==> src/rtl/mul_sched_if.sv <==
// mul_sched_if: request/grant and datapath-control bundle between the
// multiply requesters/datapath (master) and the mul_sched sequencer (slave).
interface mul_sched_if #(
   parameter int unsigned CNT_W = 6
);
   logic [1:0]       req;
   logic             mlsb;
   logic [1:0]       gnt;
   logic             load;
   logic             add;
   logic             shr;
   logic             busy;
   logic [1:0]       done;
   logic [CNT_W-1:0] iter;

   // Requesters and datapath drive req/mlsb and consume the controls
   modport master (
      output req, mlsb,
      input  gnt, load, add, shr, busy, done, iter
   );

   // Sequencer consumes req/mlsb and drives the controls
   modport slave (
      input  req, mlsb,
      output gnt, load, add, shr, busy, done, iter
   );
endinterface

==> src/rtl/mul_sched.sv <==
// mul_sched: two-way arbiter and load/add/shift sequencer for the shared
// shift-add multiplier. Round-robin tie-breaking is enabled by defining
// MUL_SCHED_RR_EN; otherwise requester 0 has fixed priority.
module mul_sched #(
   parameter int unsigned WIDTH = 32,
   parameter int unsigned CNT_W = 6
) (
   input logic         clk,
   input logic         rst,
   mul_sched_if.slave  bus
);

   typedef enum logic [2:0] {
      IDLE  = 3'd0,
      LOAD  = 3'd1,
      CALC  = 3'd2,
      SHIFT = 3'd3,
      DONE  = 3'd4
   } state_t;

   localparam int unsigned LAST_ITER = WIDTH - 1;

   state_t           state, state_nxt;
   logic [1:0]       gnt_q, gnt_nxt;
   logic [CNT_W-1:0] iter_q, iter_nxt;
   logic             load_q, load_nxt;
   logic             shr_q, shr_nxt;
   logic             busy_q, busy_nxt;
   logic [1:0]       done_q, done_nxt;
   logic [1:0]       arb;

`ifdef MUL_SCHED_RR_EN
   // 1 means requester 1 was served most recently
   logic             last_q, last_nxt;
`endif

   // Arbitration of the request level sampled in IDLE
   always_comb begin
      arb = 2'b00;
`ifdef MUL_SCHED_RR_EN
      if (bus.req == 2'b11) begin
         arb = last_q ? 2'b01 : 2'b10;
      end else begin
         arb = bus.req[0] ? 2'b01 : 2'b10;
      end
`else
      arb = bus.req[0] ? 2'b01 : 2'b10;
`endif
   end

   // Next-state, grant, iteration count and registered-output decode
   always_comb begin
      state_nxt = state;
      gnt_nxt   = gnt_q;
      iter_nxt  = iter_q;
`ifdef MUL_SCHED_RR_EN
      last_nxt  = last_q;
`endif
      case (state)
         IDLE: begin
            gnt_nxt  = 2'b00;
            iter_nxt = '0;
            if (bus.req != 2'b00) begin
               gnt_nxt   = arb;
               state_nxt = LOAD;
            end
         end
         LOAD: begin
            iter_nxt  = '0;
            state_nxt = CALC;
         end
         CALC: begin
            state_nxt = SHIFT;
         end
         SHIFT: begin
            if (iter_q == CNT_W'(LAST_ITER)) begin
               state_nxt = DONE;
            end else begin
               iter_nxt  = iter_q + CNT_W'(1);
               state_nxt = CALC;
            end
         end
         DONE: begin
            gnt_nxt   = 2'b00;
            iter_nxt  = '0;
            state_nxt = IDLE;
`ifdef MUL_SCHED_RR_EN
            last_nxt  = gnt_q[1];
`endif
         end
         default: begin
            gnt_nxt   = 2'b00;
            iter_nxt  = '0;
            state_nxt = IDLE;
         end
      endcase
      load_nxt = (state_nxt == LOAD);
      shr_nxt  = (state_nxt == SHIFT);
      busy_nxt = (state_nxt != IDLE);
      done_nxt = (state_nxt == DONE) ? gnt_nxt : 2'b00;
   end

   // State and registered-output update with synchronous reset
   always_ff @(posedge clk) begin
      if (rst) begin
         state  <= IDLE;
         gnt_q  <= 2'b00;
         iter_q <= '0;
         load_q <= 1'b0;
         shr_q  <= 1'b0;
         busy_q <= 1'b0;
         done_q <= 2'b00;
`ifdef MUL_SCHED_RR_EN
         last_q <= 1'b1;
`endif
      end else begin
         state  <= state_nxt;
         gnt_q  <= gnt_nxt;
         iter_q <= iter_nxt;
         load_q <= load_nxt;
         shr_q  <= shr_nxt;
         busy_q <= busy_nxt;
         done_q <= done_nxt;
`ifdef MUL_SCHED_RR_EN
         last_q <= last_nxt;
`endif
      end
   end

   assign bus.gnt  = gnt_q;
   assign bus.iter = iter_q;
   assign bus.load = load_q;
   assign bus.shr  = shr_q;
   assign bus.busy = busy_q;
   assign bus.done = done_q;
   // add follows the live multiplier LSB during CALC
   assign bus.add  = (state == CALC) & bus.mlsb;

endmodule

==> src/flat_wrapper.sv <==
// flat-port wrapper written by rule: the top's interface ports become plain ports
module mul_sched_flat 
#(
   parameter int unsigned WIDTH = 32,
   parameter int unsigned CNT_W = 6
)
  (clk, rst, bus_req, bus_mlsb, bus_gnt, bus_load, bus_add, bus_shr, bus_busy, bus_done, bus_iter);
  mul_sched_if #(.CNT_W(CNT_W)) bus_i ();
  input logic clk;
  input logic rst;
  input wire logic [$bits(bus_i.req)-1:0] bus_req;
  input wire logic [$bits(bus_i.mlsb)-1:0] bus_mlsb;
  output wire logic [$bits(bus_i.gnt)-1:0] bus_gnt;
  output wire logic [$bits(bus_i.load)-1:0] bus_load;
  output wire logic [$bits(bus_i.add)-1:0] bus_add;
  output wire logic [$bits(bus_i.shr)-1:0] bus_shr;
  output wire logic [$bits(bus_i.busy)-1:0] bus_busy;
  output wire logic [$bits(bus_i.done)-1:0] bus_done;
  output wire logic [$bits(bus_i.iter)-1:0] bus_iter;
  assign bus_i.req = bus_req;
  assign bus_i.mlsb = bus_mlsb;
  assign bus_gnt = bus_i.gnt;
  assign bus_load = bus_i.load;
  assign bus_add = bus_i.add;
  assign bus_shr = bus_i.shr;
  assign bus_busy = bus_i.busy;
  assign bus_done = bus_i.done;
  assign bus_iter = bus_i.iter;
  mul_sched #(.WIDTH(WIDTH), .CNT_W(CNT_W)) u_core (.clk(clk), .rst(rst), .bus(bus_i));
endmodule
==> config.mk <==
export PLATFORM = sky130hd
export DESIGN_NAME = mul_sched_flat
export DESIGN_NICKNAME = d
export VERILOG_FILES = /design/src/rtl/mul_sched_if.sv /design/src/rtl/mul_sched.sv /design/src/flat_wrapper.sv
export SDC_FILE = /design/constraint.sdc
export NUM_CORES = 1
export LEC_CHECK = 0
export ABC_AREA = 1
export CORE_MARGIN = 4
export CORE_UTILIZATION = 55
export DETAILED_ROUTE_END_ITERATION = 8
export DONT_BUFFER_PORTS = 1
export GPL_TIMING_DRIVEN = 0
export PLACE_DENSITY_LB_ADDON = 0.2
export SYNTH_ARGS = -nofsm -noshare
export SYNTH_HDL_FRONTEND = slang
export SYNTH_SLANG_ARGS = --single-unit
==> constraint.sdc <==
create_clock -name clk -period 2 [get_ports clk]
set_input_delay 0.2 -clock clk [delete_from_list [all_inputs] [get_ports clk]]
set_output_delay 0.2 -clock clk [all_outputs]
set_load 0.02 [all_outputs]
==> results by group <==
Clocking
  • Number of buffers on the longest clock path: 2
  • Number of buffers inserted during clock tree synthesis: 3
  • Clock tree from TritonCTS: done
  • # Post-CTS Setup Buffers: 0
  • Clk Latency, worst-skew pair: 0.29 ns
  • Cts hold-fix bufs: 0
  • Clock transition at the registers of the reported paths: 0.09 ns
  • Sinks on the clock net: 16
  • CTS resizes: 0
  • CTS H-Tree Depth: 1
  • Clk root buf: sky130_fd_sc_hd__clkbuf_4

Floorplanning
  • Total die area: 1940 um^2
  • Boundary pin count: 19
  • DIE WIDTH: 44.0 um
  • Effective utilization at floorplan: 0.617
  • Row cnt: 12
  • Floorplan Core Area: 1160 um^2
  • Die Ht: 44.0 um

Pwr
  • Maximum ir drop on the vdd rail: 0.616 mV
  • Leak: 0.355 nW
  • Proportion of power drawn by the clock network: 0.333
  • Total power per unit cell area: 832 nW/um^2
  • Part of the power in combinational logic: 0.103
  • Part of the power in registers: 0.565
  • Total power consumption of the routed design: 0.638 mW
  • Switching part of the total: 0.269
  • Psw: 0.172 mW
  • Internal Dissipation: 0.466 mW

STA
  • Clock skew: 0.00689 ns
  • Setup violation total in the final timing report: 0
  • Fin. Hold Viols: 0
  • Achievable frequency: 0.644 GHz
  • Number of slew-limit violations in the final report: 0
  • Unrepaired setup endpoints after global routing: no
  • Max-Slew Margin vs Limit: 0.746
  • Crit share post-route: 0.776
  • Slew of the pin with the lowest slew margin: 0.379 ns
  • Final min period: 1.55 ns
  • Setup TNS Final: 0 ns

Logic synthesis
  • Sequential fraction of the synthesis area: 0.449
  • Yosys cell types: 18
  • Cell accounting for the most synthesized area: sky130_fd_sc_hd__dfxtp_1
  • Syn Nets: 101
  • Synthesized area per cell: 7.51 um^2
  • Gate count after technology mapping: 95
  • Synth Register Bits: 16
  • Synth warnings: 0
  • Synth area leaders: sky130_fd_sc_hd__dfxtp_1 45%, sky130_fd_sc_hd__nand2_1 11%, sky130_fd_sc_hd__inv_1 8.4%
  • Post-Syn Area: 713 um^2
  • Proportion of netlist area held by the largest area contributor: 0.449

Critical path
  • Worst Path Required: 1.80 ns
  • Worst-path cell chain: inv_1, nor2_1, nand2_2, nor2_1
  • Critical path data arrival time: 1.35 ns
  • Category of the worst setup path launch point: register
  • Reg-to-reg slack, setup: 0.47 ns
  • Buffer and inverter count on the worst path: 1
  • Dominant cell type by count on the critical path: sky130_fd_sc_hd__nor2_1
  • Endpoint type of the worst setup path: primary output
  • Top Family by Delay on Critical Path: simple AND/OR/NAND/NOR gates
  • Slowest cell on the critical path: sky130_fd_sc_hd__dfxtp_1
  • Worst Setup Path Type: register to primary output
  • Maximum fanout along the worst path: 9
  • Worst stage delay on the critical path: 0.38 ns

Routing
  • Drt drc: 0
  • Initial drt markers: 3
  • Final WL: 1290 um
  • Antenna violation net count after detailed routing: 0
  • Drt first pass iters: 3
  • DR vias: 585
  • Vias/cell: 5.18
  • Wire length per cell: 11.4 um

Place
  • Count of input and output buffers: 0
  • Post-detailed-placement half-perimeter wirelength: 984 um
  • Final GP Congestion: 0.800

GRT
  • Total global-route track usage: 0.156
  • Number of global-route vias before repair: 539
  • Antenna violations before repair: 0
  • Largest net degree at the start of global routing: 11
  • Gr ovfl total: 0
  • First-pass GRT wire length: 2240 um

Outcome
  • Outcome: finished clean

Layout
  • Share of final-layout standard cells stronger than drive strength 1: 0.131
  • Final net count: 106
  • Synthesis-to-finish area growth: 7.54%
  • Number of antenna cells inserted: 0

Flow run
  • Max_cap viols: 0

Hold path
  • Class of the most critical hold timing path: input pin to register
==> cell type report <==
cell class                      count  area [um^2]
Inverter                           16         60.1
Buffer                              1         5.00
Clock buffer                        4         36.3
Multi-Input combinational cell     62          328
Fill cell                         103          389
Tap cell                           14         17.5
Sequential cell                    16          320
==> path summary, 6_finish.rpt <==
check | end | cells past startpoint | startpoint
max | bus_add | 4 | u_core.state[1]
max reg2reg | u_core.bus.iter[2] | 7 | u_core.bus.iter[0]
min reg2reg | u_core.state[1] | 3 | u_core.state[1]
min | u_core.bus.done[0] | 4 | bus_req[0]
==> worst min-delay path, delay by kind of cell <==
family / cells / cell delay [ns]
AND/OR/NAND/NOR: 3 / 0.12
buffers and inverters: 1 / 0.06
==> cell usage after synthesis <==
master                     number
sky130_fd_sc_hd__buf_2          1
sky130_fd_sc_hd__xor2_1         1
sky130_fd_sc_hd__ha_1           1
sky130_fd_sc_hd__nand3_2        1
sky130_fd_sc_hd__nor2_1        11
sky130_fd_sc_hd__nand2_2        1
sky130_fd_sc_hd__a21oi_1        3
sky130_fd_sc_hd__o21ai_0        1
sky130_fd_sc_hd__a21oi_2        2
sky130_fd_sc_hd__nor2_4         2
sky130_fd_sc_hd__nand4_1        3
sky130_fd_sc_hd__nand2_4        2
sky130_fd_sc_hd__nand3_1       10
sky130_fd_sc_hd__nand3b_1       1
sky130_fd_sc_hd__nand2_1       20
sky130_fd_sc_hd__inv_1         16
sky130_fd_sc_hd__nor3_1         3
sky130_fd_sc_hd__dfxtp_1       16
==> sequential cells by signal (all words and copies together) (netlist names) <==
name / count
u_core.bus.iter: 6
u_core.state: 3
u_core.bus.done: 2
u_core.bus.gnt: 2
u_core.bus.busy: 1
u_core.bus.load: 1
u_core.bus.shr: 1
==> power by group through the flow <==
stage,combinational (mW),clock [mW],sequential [mW]
finish,0.0655,0.212,0.360
global route,0.0771,0.232,0.362
floorplan,0.0538,0,0.365
detailed placement,0.0657,0,0.368
CTS,0.0664,0.216,0.361
global placement,0.0643,0,0.367
==> cell families after synthesis <==
kind of cell    after synthesis  share of synthesized area
flops                        16                      0.449
simple gates                 54                      0.377
compound gates                6                     0.0526
xor+xnor                      1                     0.0123
buf+inv                      17                     0.0912
fa+ha+maj                     1                     0.0175
==> per-layer routing <==
| metal | wire [um] | global-route usage | part of all wire | up-vias |
|---|---|---|---|---|
| li1 | - | - | - | 305 |
| met1 | 598 | 0.189 | 0.46 | 259 |
| met2 | 567 | 0.235 | 0.44 | 18 |
| met3 | 116 | 0.0813 | 0.090 | 3 |
| met4 | 8 | 0.0542 | 0.0062 | 0 |
| met5 | 0 | 0 | 0 | - |
==> cell usage in the layout, fill, tap and decap left out <==
master,synthesis,routed
sky130_fd_sc_hd__a21oi_1,3,3
sky130_fd_sc_hd__a21oi_2,2,2
sky130_fd_sc_hd__buf_2,1,1
sky130_fd_sc_hd__clkbuf_4,0,3
sky130_fd_sc_hd__clkbuf_8,0,1
sky130_fd_sc_hd__dfxtp_1,16,16
sky130_fd_sc_hd__ha_1,1,1
sky130_fd_sc_hd__inv_1,16,16
sky130_fd_sc_hd__nand2_1,20,20
sky130_fd_sc_hd__nand2_2,1,1
sky130_fd_sc_hd__nand2_4,2,2
sky130_fd_sc_hd__nand3_1,10,10
sky130_fd_sc_hd__nand3_2,1,1
sky130_fd_sc_hd__nand3b_1,1,1
sky130_fd_sc_hd__nand4_1,3,3
sky130_fd_sc_hd__nor2_1,11,11
sky130_fd_sc_hd__nor2_4,2,2
sky130_fd_sc_hd__nor3_1,3,3
sky130_fd_sc_hd__o21ai_0,1,1
sky130_fd_sc_hd__xor2_1,1,1
==> per-stage QoR <==
| stage | setup slack (ns) | utilization | instances | cell area, um^2 | hold slack (ns) |
|---|---|---|---|---|---|
| final | 0.448 | 0.663 | 113 | 767 | 0.137 |
| after global routing | 0.296 | 0.663 | 113 | 767 | 0.152 |
| after floorplan | 0.629 | - | 95 | 713 | 0.381 |
| after global placement | 0.511 | 0.632 | 109 | 731 | 0.433 |
| after detailed placement | 0.486 | 0.632 | 109 | 731 | 0.441 |
| after CTS | 0.427 | 0.663 | 113 | 767 | 0.135 |
Note: power is estimated with default switching activity, not from simulation.
